`src/rtl/matmul_result_streamer.sv`:
```
// matmul_result_streamer
//   Captures the ROWS x COLS signed result matrix C from the matmul core when
//   done pulses, then serialises it row-major onto an AXI4-Stream master, one
//   element per beat, with tlast on C[ROWS-1][COLS-1].
//
//   Optional feature macro: RESULT_SAT_EN
//     defined   : each element is saturated to the signed OUT_W range and
//                 sat_flag records (sticky) that a transferred beat was clamped
//     undefined : each element is truncated to its low OUT_W bits, sat_flag = 0
//
// Ports
//   clk, rst_n      clock, synchronous active-low reset
//   done, C         core result-valid pulse and result matrix (valid with done)
//   m_axis_*        AXI4-Stream master (tvalid/tready/tdata/tlast)
//   busy            a matrix is held or streaming
//   overrun         sticky: a done was dropped because we were busy
//   err_clr         clears overrun (and sat_flag when enabled)
//   sat_flag        sticky: an element was clamped on its way out
module matmul_result_streamer #(
  parameter int ACC_W = 32,
  parameter int OUT_W = 32,
  parameter int ROWS  = 2,
  parameter int COLS  = 2
) (
  input  logic                                  clk,
  input  logic                                  rst_n,
  input  logic                                  done,
  input  logic [ROWS-1:0][COLS-1:0][ACC_W-1:0]  C,
  output logic                                  m_axis_tvalid,
  input  logic                                  m_axis_tready,
  output logic [OUT_W-1:0]                      m_axis_tdata,
  output logic                                  m_axis_tlast,
  output logic                                  busy,
  output logic                                  overrun,
  input  logic                                  err_clr,
  output logic                                  sat_flag
);

  localparam int N     = ROWS * COLS;
  localparam int IDX_W = (N > 1) ? $clog2(N) : 1;
  localparam logic [IDX_W-1:0] LAST = IDX_W'(N - 1);

  typedef enum logic {IDLE, STREAM} state_t;

  state_t             state_q, state_d;
  logic [IDX_W-1:0]   idx_q, idx_d;
  logic               load;
  logic               xfer, last_xfer, ovr_set;
  logic [ACC_W-1:0]   hold [N];
  logic [ACC_W-1:0]   cur;
  logic [OUT_W-1:0]   cur_out;

  // Holding buffer, flattened row-major so idx addresses it directly.
  // Only written on an accepted capture, so C is don't-care otherwise.
  always_ff @(posedge clk) begin
    if (load) begin
      for (int r = 0; r < ROWS; r++)
        for (int c = 0; c < COLS; c++)
          hold[r*COLS + c] <= C[r][c];
    end
  end

  assign cur = hold[idx_q];

`ifdef RESULT_SAT_EN
  logic cur_clamp;

  // The value fits OUT_W iff every bit from the OUT_W sign position upward
  // matches; otherwise clamp toward the sign of the full-width value.
  always_comb begin
    cur_clamp = !((&cur[ACC_W-1:OUT_W-1]) || !(|cur[ACC_W-1:OUT_W-1]));
    cur_out   = cur[OUT_W-1:0];
    if (cur_clamp)
      cur_out = cur[ACC_W-1] ? {1'b1, {(OUT_W-1){1'b0}}}
                             : {1'b0, {(OUT_W-1){1'b1}}};
  end

  always_ff @(posedge clk) begin
    if (!rst_n)                 sat_flag <= 1'b0;
    else if (xfer && cur_clamp) sat_flag <= 1'b1;
    else if (err_clr)           sat_flag <= 1'b0;
  end
`else
  assign cur_out  = cur[OUT_W-1:0];
  assign sat_flag = 1'b0;
`endif

  // Next-state / control
  always_comb begin
    state_d   = state_q;
    idx_d     = idx_q;
    load      = 1'b0;
    xfer      = (state_q == STREAM) && m_axis_tready;
    last_xfer = xfer && (idx_q == LAST);
    // A done is only dropped when the last beat is not leaving this cycle.
    ovr_set   = done && (state_q == STREAM) && !last_xfer;
    case (state_q)
      IDLE: begin
        if (done) begin
          load    = 1'b1;
          idx_d   = '0;
          state_d = STREAM;
        end
      end
      STREAM: begin
        if (last_xfer) begin
          idx_d = '0;
          if (done) load    = 1'b1;   // back-to-back: no idle gap
          else      state_d = IDLE;
        end else if (xfer) begin
          idx_d = idx_q + IDX_W'(1);
        end
      end
      default: state_d = IDLE;
    endcase
  end

  // Outputs depend only on registered state, so they hold through stalls.
  always_comb begin
    m_axis_tvalid = (state_q == STREAM);
    m_axis_tdata  = '0;
    m_axis_tlast  = 1'b0;
    busy          = (state_q == STREAM);
    if (state_q == STREAM) begin
      m_axis_tdata = cur_out;
      m_axis_tlast = (idx_q == LAST);
    end
  end

  always_ff @(posedge clk) begin
    if (!rst_n) begin
      state_q <= IDLE;
      idx_q   <= '0;
      overrun <= 1'b0;
    end else begin
      state_q <= state_d;
      idx_q   <= idx_d;
      if (ovr_set)      overrun <= 1'b1;   // a new drop beats a clear
      else if (err_clr) overrun <= 1'b0;
    end
  end

endmodule

```
`config.mk`:
```
export PLATFORM = sky130hd
export DESIGN_NAME = matmul_result_streamer
export DESIGN_NICKNAME = d
export VERILOG_FILES = /design/src/rtl/matmul_result_streamer.sv
export SDC_FILE = /design/constraint.sdc
export NUM_CORES = 1
export LEC_CHECK = 0
export CORE_MARGIN = 2
export CORE_UTILIZATION = 41
export CTS_CLUSTER_SIZE = 20
export DETAILED_ROUTE_END_ITERATION = 7
export HOLD_SLACK_MARGIN = 0.15
export PLACE_DENSITY = 0.76
export SLEW_MARGIN = 20
export SYNTH_ARGS = -nofsm -noshare
export SYNTH_HDL_FRONTEND = slang
export SYNTH_SLANG_ARGS = --single-unit
```
`constraint.sdc`:
```
create_clock -name clk -period 8.65 [get_ports clk]
set_clock_uncertainty 0.15 [all_clocks]
set_input_delay 2.595 -clock clk [delete_from_list [all_inputs] [get_ports clk]]
set_output_delay 2.595 -clock clk [all_outputs]
set_load 0.01 [all_outputs]
```
==> impl_metrics.yaml, run 1 <==
grt:
  grt_pass1_vias: 3116
  grt.total_usage_pct: 15.8
  grt_max_degree: 81
  grt-ovfl-total: 0
  antenna_found_initial: 0
  grt_first_pass_wirelength_um: 15300
sta:
  rsz0062_at_grt: "false"
  worstMarginPinSlew_ns: 1.15
  finalMaxSlewViolations: 0
  maxSlewHeadroom_pct: 23.6
  period_minus_slack_ns: 5.33
  tns_ns: 0
  finalCritPeriodShare_pct: 61.6
  setup_viol: 0
  hold_viol: 0
  fmax_mhz: 188
setup_path:
  arrival_ns: 2.58
  path_max_fanout: 64
  r2r_slack_ns: 6.53
  cp-start-kind: "flip-flop"
  end_kind: "primary output"
  path_class: "reg2out"
  cp.required_ns: 5.91
synth:
  synth_seq_cells: 134
  synth_top_area_share_pct: 75.6
  synth_cell_type_count: 25
  synth.largest_area_cell: "edfxtp_1"
  yosys-top-cells-area: "edfxtp_1, mux2i_1, o22ai_1, dfxtp_1, buf_12"
  yosysSeqAreaShare_pct: 77.9
  syn-instance-count: 265
  synth.avg_cell_area_um2: 19.2
  yosysWarnings: 0
  synth_area_um2: 5090
  syn-num-nets: 399
clocking:
  ctsResizeCount: 0
  hold_buffers: 0
  clock-root-buffer: "clkbuf_16"
  cts_made_buffers: 17
  h-tree-depth: 4
  cts_tree: "done"
  path_clk_slew_ns: 0.05
  cts_buffer_depth: 2
  postCtsSetupBuffers: 0
  cts_sinks: 134
  clkLatencyLatePin_ns: 0.41
drt:
  vias: 2963
  drcViolationCount: 0
  wire_per_inst_um: 16.5
  drtIter0Drc: 262
  final_antenna_net_count: 0
  drtPass1Iterations: 4
  wl_um: 10300
  vias_per_cell: 4.76
floorplanning:
  io_pins: 170
  rows: 40
  die_x_um: 115
  die_y_um: 115
  coreArea_um2: 12100
  die_area_um2: 13300
  initial_core_util_pct: 42.2
placed_design:
  portBuffers: 168
  place_congestion: 0.746
  hpwlAfterDp_um: 6920
  place_area_um2: 6860
power_and_ir_drop:
  ir_worst_vdd_uv: 153
  power_density_nw_per_um2: 225
  p_leak_nw: 2.51
layout:
  fillers: 882
  nNetsFinal: 575
  multi_input_area_um2: 966
  diodes: 0
  area_delta_synth_final_pct: 47.4
  design_area_um2: 7490
  ff_latch_area_um2: 3970
  layout-drive-gt1-share_pct: 7.71
worst_hold_path:
  min_path_type: "reg2reg"
outcome:
  outcome: "complete, no violations"
run:
  maxCapViolations: 0
-- cell families (layout without fill, tap and decap cells) --
group / count (synthesis) / after routing / share of synthesized area (%)
and+or+nand+nor: 10 / 10 / 1.03
buffers and inverters: 16 / 205 / 3.22
AOI/OAI and AO/OA: 38 / 38 / 4.70
other: 1 / 1 / 0.0737
adders and majority gates: 1 / 1 / 0.246
muxes: 65 / 65 / 12.8
DFF: 134 / 134 / 77.9
-- worst paths after layout --
| check | depth (start not counted) | start | endpoint |
|---|---|---|---|
| min reg2reg | 2 | overrun | overrun |
| min | 2 | overrun | overrun |
| max reg2reg | 4 | idx_q[0] | hold[1][7] |
| max | 3 | flip-flop | m_axis_tdata[24] |
-- layout make-up --
type                            count  area share [%]
Multi-Input combinational cell    115            12.9
Sequential cell                   134            52.9
Tap cell                          168            2.80
Clock inverter                     15            2.80
Inverter                            1          0.0501
Timing Repair Buffer              172            22.8
Clock buffer                       17            5.68
-- Yosys cell counts --
library cell / count
o21a_1: 1
buf_12: 3
dfxtp_1: 6
o2111ai_1: 1
nand2b_1: 2
buf_4: 2
and2_1: 1
buf_8: 3
buf_2: 5
ha_1: 1
a21oi_1: 1
nand3b_1: 1
mux2i_1: 65
buf_1: 1
nor2b_1: 1
conb_1: 1
o22ai_1: 32
inv_1: 1
nor2_1: 1
edfxtp_1: 128
buf_6: 1
nand3_1: 1
nand2_1: 3
a21boi_1: 1
o21ai_0: 2
-- flip-flops by register name (all words and copies together) (netlist names), named ones only --
name and flops:
overrun 1, hold 128, busy 1, idx_q 2
-- stage by stage --
step | instances | hold slack, ns | setup slack [ns] | power [mW] | utilization [%]
after detailed placement | 590 | 0.318 | 3.69 | 0.940 | 56.9
after global placement | 590 | 0.316 | 3.74 | 0.935 | 56.9
after global routing | 622 | 0.346 | 3.11 | 1.74 | 62.1
after floorplan | 265 | 0.343 | 2.05 | 0.848 | -
after CTS | 622 | 0.325 | 3.25 | 1.70 | 62.1
final | 622 | 0.322 | 3.32 | 1.69 | 62.1
-- power breakdown --
part	internal [mW]	total [mW]	switching [mW]
logic	0.0972	0.152	0.0545
clock network	0.507	0.762	0.255
registers	0.755	0.773	0.0186
total	1.36	1.69	0.329
-- worst max-delay path, stage by stage (launching register included) --
cell             delay, ns
dfxtp_4               1.04
mux2i_1               0.24
o22ai_1               0.20
clkdlybuf4s50_1       0.58
-- layer usage --
layer / track usage [%] / wire length (um) / vias up
met5: 0 / 0 / -
met4: 5.70 / 112 / 0
met3: 6.22 / 757 / 12
met2: 27.4 / 5380 / 115
met1: 17.7 / 4040 / 1423
li1: - / - / 1413
-- cells in the final DEF, fill, tap and decap left out, types with 2 or more instances in the layout --
master           count
buf_4                4
bufinv_16            5
clkbuf_16           17
clkdlybuf4s50_1    168
clkinv_1             3
clkinv_2             2
clkinvlp_4           4
dfxtp_1              5
edfxtp_1           128
mux2i_1             65
nand2_1              3
nand2b_1             2
o21ai_0              2
o22ai_1             32
No activity file was read; power rests on OpenSTA's default activity.
==> run 2, diff against run 1 <==
--- a/config.mk
+++ b/config.mk
@@ -6,11 +6,11 @@
 export NUM_CORES = 1
 export LEC_CHECK = 0
 export CORE_MARGIN = 2
-export CORE_UTILIZATION = 41
+export CORE_UTILIZATION = 46
 export CTS_CLUSTER_SIZE = 20
 export DETAILED_ROUTE_END_ITERATION = 7
 export HOLD_SLACK_MARGIN = 0.15
-export PLACE_DENSITY = 0.76
+export PLACE_DENSITY = 0.8
 export SLEW_MARGIN = 20
 export SYNTH_ARGS = -nofsm -noshare
 export SYNTH_HDL_FRONTEND = slang
==> constraint.sdc (replaced) <==
create_clock -name clk -period 5.3 [get_ports clk]
set_clock_uncertainty 0.15 [all_clocks]
set_input_delay 1.59 -clock clk [delete_from_list [all_inputs] [get_ports clk]]
set_output_delay 1.59 -clock clk [all_outputs]
set_load 0.01 [all_outputs]
==> run 2 against run 1 <==
Critical endpoint is now m_axis_tdata[1]. Setup slack worse by 2.4 ns. Sequential share of layout area up 0.82 points. Wire length up 2.1%. Clock power up 38%. Register-to-register slack worse by 3.3 ns.
==> impl_metrics.yaml, run 2 (same netlist as run 1, synthesis figures left out) <==
drt:
  drtPass1Iterations: 4
  vias: 2983
  drtIter0Drc: 171
  drt-met1-wl_um: 3920
  highest_layer: "met4"
  route.met3.wl_um: 911
  wl_met2_um: 5400
  wl_um: 10500
  vias_per_cell: 5.01
  final_antenna_net_count: 0
  drcViolationCount: 0
  wire_per_inst_um: 17.7
setup_path:
  r2r_slack_ns: 3.24
  path_max_fanout: 18
  timing.rr.start: "idx_q[1]"
  worst-path-buf-inv: 2
  critPathTopFamily: "buffers and inverters"
  cp.required_ns: 3.56
  r2r_cells: 4
  arrival_ns: 2.60
  crit_slowest_cell: "clkdlybuf4s50_1"
  cp-start-kind: "flip-flop"
  path_class: "reg2out"
  path_cells: "nand2b_1, buf_4, o22ai_1, clkdlybuf4s50_1"
  critPathLaunch: "busy"
  end_kind: "primary output"
  cpPeakStageDelay_ns: 0.59
  reg2reg_to: "hold[1][30]"
clocking:
  cts_sinks: 134
  cts_made_buffers: 17
  cts_tree: "done"
  h-tree-depth: 4
  ctsResizeCount: 0
  hold_buffers: 0
  path_clk_slew_ns: 0.06
  postCtsSetupBuffers: 0
  cts_buffer_depth: 2
  clock-root-buffer: "clkbuf_8"
  clkLatencyLatePin_ns: 0.50
floorplanning:
  rows: 38
  die_x_um: 109
  coreArea_um2: 10800
  initial_core_util_pct: 47.1
  die_area_um2: 11900
  io_pins: 170
  die_y_um: 109
worst_hold_path:
  worstHoldStart: "overrun"
  min_path_type: "reg2reg"
  min_to: "overrun"
  hold_depth: 2
layout:
  diodes: 0
  largest_reg_flops: 128
  reg_top3: "hold (128), idx_q (2)"
  regMostFlops: "hold"
  nNetsFinal: 576
  layout_commonest_cell: "clkdlybuf4s50_1"
  design_area_um2: 7380
  final_cell_mix: "clkdlybuf4s50_1, edfxtp_1, mux2i_1, o22ai_1, clkbuf_16"
  area_delta_synth_final_pct: 45.1
  layout-drive-gt1-share_pct: 7.25
sta:
  fin_hold_ws_ns: 0.326
  finalMaxSlewViolations: 0
  setup_viol: 0
  rsz0062_at_grt: "false"
  finalCritPeriodShare_pct: 81.8
  maxSlewHeadroom_pct: 41.3
  period_minus_slack_ns: 4.34
  tns_ns: 0
  fmax_mhz: 231
  hold_viol: 0
  worstMarginPinSlew_ns: 0.881
power_and_ir_drop:
  ir_worst_vdd_uv: 173
  p_leak_nw: 2.48
  power_density_nw_per_um2: 348
grt:
  grt_max_degree: 73
  grt_first_pass_wirelength_um: 15300
  grt-ovfl-total: 0
  grt_pass1_vias: 3131
  grt.total_usage_pct: 18.1
  antenna_found_initial: 0
placed_design:
  place_congestion: 0.761
  portBuffers: 168
  place_area_um2: 6840
run:
  maxCapViolations: 0
outcome:
  outcome: "complete, no violations"
-- run 2: cell count changes in the layout (fill, tap and decap cells not counted), sizes merged --
cell,previous run,this run
buf,4,5
bufinv,5,2
clkbuf,17,20
clkinv,6,8
clkinvlp,4,2
-- run 2: area by class of cell --
type / instances / area, um2
Sequential cell: 134 / 3970
Tap cell: 140 / 175
Fill cell: 748 / 3410
Clock buffer: 20 / 425
Inverter: 1 / 3.75
Clock inverter: 12 / 111
Timing Repair Buffer: 173 / 1730
Multi-Input combinational cell: 115 / 966
-- run 2: how the worst max path moves through the flow --
stage | end | slack [ns] | cells past startpoint
5_1_grt | m_axis_tdata[23] | 0.80 | 4
2_1_floorplan | hold[0][0] | 1.13 | 2
4_1_cts | m_axis_tdata[1] | 0.93 | 4
3_5_place_dp | m_axis_tdata[1] | 1.49 | 4
6_report | m_axis_tdata[1] | 0.96 | 4
3_3_place_gp | m_axis_tdata[23] | 1.60 | 4
-- run 2: power breakdown --
| part | total, mW | switching [mW] | internal, mW |
|---|---|---|---|
| combinational | 0.258 | 0.0989 | 0.159 |
| clock | 1.05 | 0.395 | 0.658 |
| sequential | 1.26 | 0.0232 | 1.23 |
-- run 2: layer usage --
metal / GRT usage [%] / up-vias
li1: - / 1420
met1: 19.3 / 1413
met2: 30.7 / 130
met3: 7.05 / 20
met4: 9.80 / 0
met5: 0 / -
-- run 2: through the flow --
step | util (%) | total power [mW] | worst slack (ns) | instances
after floorplan | - | 1.38 | 1.13 | 265
after global placement | 63.4 | 1.53 | 1.60 | 563
final | 68.4 | 2.57 | 0.962 | 595
after detailed placement | 63.4 | 1.54 | 1.49 | 563
after CTS | 68.4 | 2.60 | 0.929 | 595
after global routing | 68.4 | 2.66 | 0.805 | 595
-- run 2: tightest hold or removal path, delay by kind of cell (launching register included) --
kind / cells / cell delay (ns)
DFF: 1 / 0.30
and+or+nand+nor: 2 / 0.13
==> run 3, diff against run 2 <==
==> constraint.sdc (replaced) <==
create_clock -name clk -period 4.3 [get_ports clk]
set_clock_uncertainty 0.15 [all_clocks]
set_input_delay 1.29 -clock clk [delete_from_list [all_inputs] [get_ports clk]]
set_output_delay 1.29 -clock clk [all_outputs]
set_load 0.01 [all_outputs]
==> run 3 against run 2 <==
Wire length shrank 0.22%. Non-clock buffer count grew 2. Flip-flop and latch count is the same. Utilization grew 0.63 points. Final area grew 0.92%. Count of clock-buffer cells in the layout shrank 2. Die area is the same. Global-route usage shrank 0.37 points.
==> impl_metrics.yaml, run 3 (same netlist as run 1, synthesis figures left out) <==
outcome:
  outcome: "complete, no violations"
power_and_ir_drop:
  fin_total_pwr_mw: 3.26
  power_density_nw_per_um2: 437
  ir_worst_vdd_uv: 281
  p_leak_nw: 2.50
setup_path:
  cpPeakStageDelay_ns: 0.58
  worst-path-buf-inv: 2
  end_kind: "primary output"
  timing.rr.start: "idx_q[1]"
  reg2reg_to: "hold[2][16]"
  path_max_fanout: 17
  r2r_slack_ns: 2.34
  cp-start-kind: "flip-flop"
  r2r_cells: 4
  path_cells: "nand2b_1, buf_4, o22ai_1, clkdlybuf4s50_1"
  cp.required_ns: 2.86
  arrival_ns: 2.68
  critPathTopFamily: "buffers and inverters"
  path_class: "reg2out"
  crit_slowest_cell: "clkdlybuf4s50_1"
drt:
  final_antenna_net_count: 0
  wire_per_inst_um: 17.6
  vias_per_cell: 5.04
  drtIter0Drc: 191
  drtPass1Iterations: 4
  wl_um: 10500
  vias: 3008
  drcViolationCount: 0
floorplanning:
  die_area_um2: 11900
  die_y_um: 109
  io_pins: 170
  rows: 38
  coreArea_um2: 10800
  die_x_um: 109
  initial_core_util_pct: 47.1
grt:
  grt_pass1_vias: 3061
  grt.busiest_layer: "met2"
  use_met2_pct: 29.9
  use_met1_pct: 20.7
  grt.total_usage_pct: 17.7
  grt_first_pass_wirelength_um: 15300
  antenna_found_initial: 0
  use_met3_pct: 5.68
  grt-ovfl-total: 0
  grt_max_degree: 73
layout:
  instances_no_fill: 597
  largest_reg_flops: 128
  area_delta_synth_final_pct: 46.4
  nNetsFinal: 578
  diodes: 0
  final_cell_mix: "clkdlybuf4s50_1, edfxtp_1, mux2i_1, o22ai_1, clkbuf_16"
  regMostFlops: "hold"
  reg_top3: "hold (128), idx_q (2)"
  layout_commonest_cell: "clkdlybuf4s50_1"
  layout-drive-gt1-share_pct: 8.32
  design_area_um2: 7450
sta:
  worstMarginPinSlew_ns: 0.721
  finalMaxSlewViolations: 0
  hold_viol: 0
  maxSlewHeadroom_pct: 51.9
  tns_ns: 0
  period_minus_slack_ns: 4.12
  rsz0062_at_grt: "false"
  fin_hold_ws_ns: 0.339
  fmax_mhz: 243
  setup_viol: 0
  finalCritPeriodShare_pct: 95.8
clocking:
  cts_made_buffers: 17
  h-tree-depth: 4
  clock-root-buffer: "clkbuf_8"
  hold_buffers: 0
  path_clk_slew_ns: 0.06
  cts_sinks: 134
  cts_tree: "done"
  cts_buffer_depth: 2
  ctsResizeCount: 0
  clkLatencyLatePin_ns: 0.51
  postCtsSetupBuffers: 0
placed_design:
  place_congestion: 0.732
  dp_cells: 565
  place_area_um2: 6870
  portBuffers: 168
  hpwlAfterDp_um: 7260
worst_hold_path:
  worstHoldStart: "overrun"
  hold_depth: 2
  min_path_type: "reg2reg"
  min_to: "overrun"
run:
  maxCapViolations: 0
run 3: where the power goes:
group	switching [mW]	internal, mW	leakage [nW]
logic	0.129	0.199	0.966
registers	0.0219	1.52	1.27
clock network	0.515	0.876	0.268
total	0.665	2.59	2.50
run 3: area by class of cell:
cell class / instances / area (um2)
Clock buffer: 18 / 418
Clock inverter: 14 / 159
Fill cell: 750 / 3340
Inverter: 1 / 3.75
Multi-Input combinational cell: 115 / 966
Sequential cell: 134 / 3970
Tap cell: 140 / 175
Timing Repair Buffer: 175 / 1760
run 3: worst max-delay path by stage:
| stage | from | end | slack [ns] | cells past startpoint |
|---|---|---|---|---|
| CTS | busy | m_axis_tdata[25] | 0.13 | 4 |
| floorplan | m_axis_tready | hold[0][0] | 0.43 | 2 |
| global route | busy | m_axis_tdata[7] | 0.02 | 4 |
| global placement | busy | m_axis_tdata[23] | 0.84 | 4 |
| finish | busy | m_axis_tdata[25] | 0.18 | 4 |
| detailed placement | busy | m_axis_tdata[25] | 0.66 | 4 |
run 3: metal layers:
layer	routed length, um	part of all wire [%]
met1	4140	40
met5	0	0
met2	5460	52
met3	735	7.0
met4	145	1.4
run 3: worst min-delay path: cells and delay by family, from the launching register on:
family | cells | cell delay [ns]
DFF | 1 | 0.31
and+or+nand+nor | 2 | 0.13
run 3: stage by stage:
step           utilization [%]  setup WS [ns]
2_1_floorplan                -          0.433
5_1_grt                   69.0         0.0192
6_report                  69.0          0.179
4_1_cts                   69.0          0.134
3_3_place_gp              63.7          0.845
3_5_place_dp              63.7          0.664
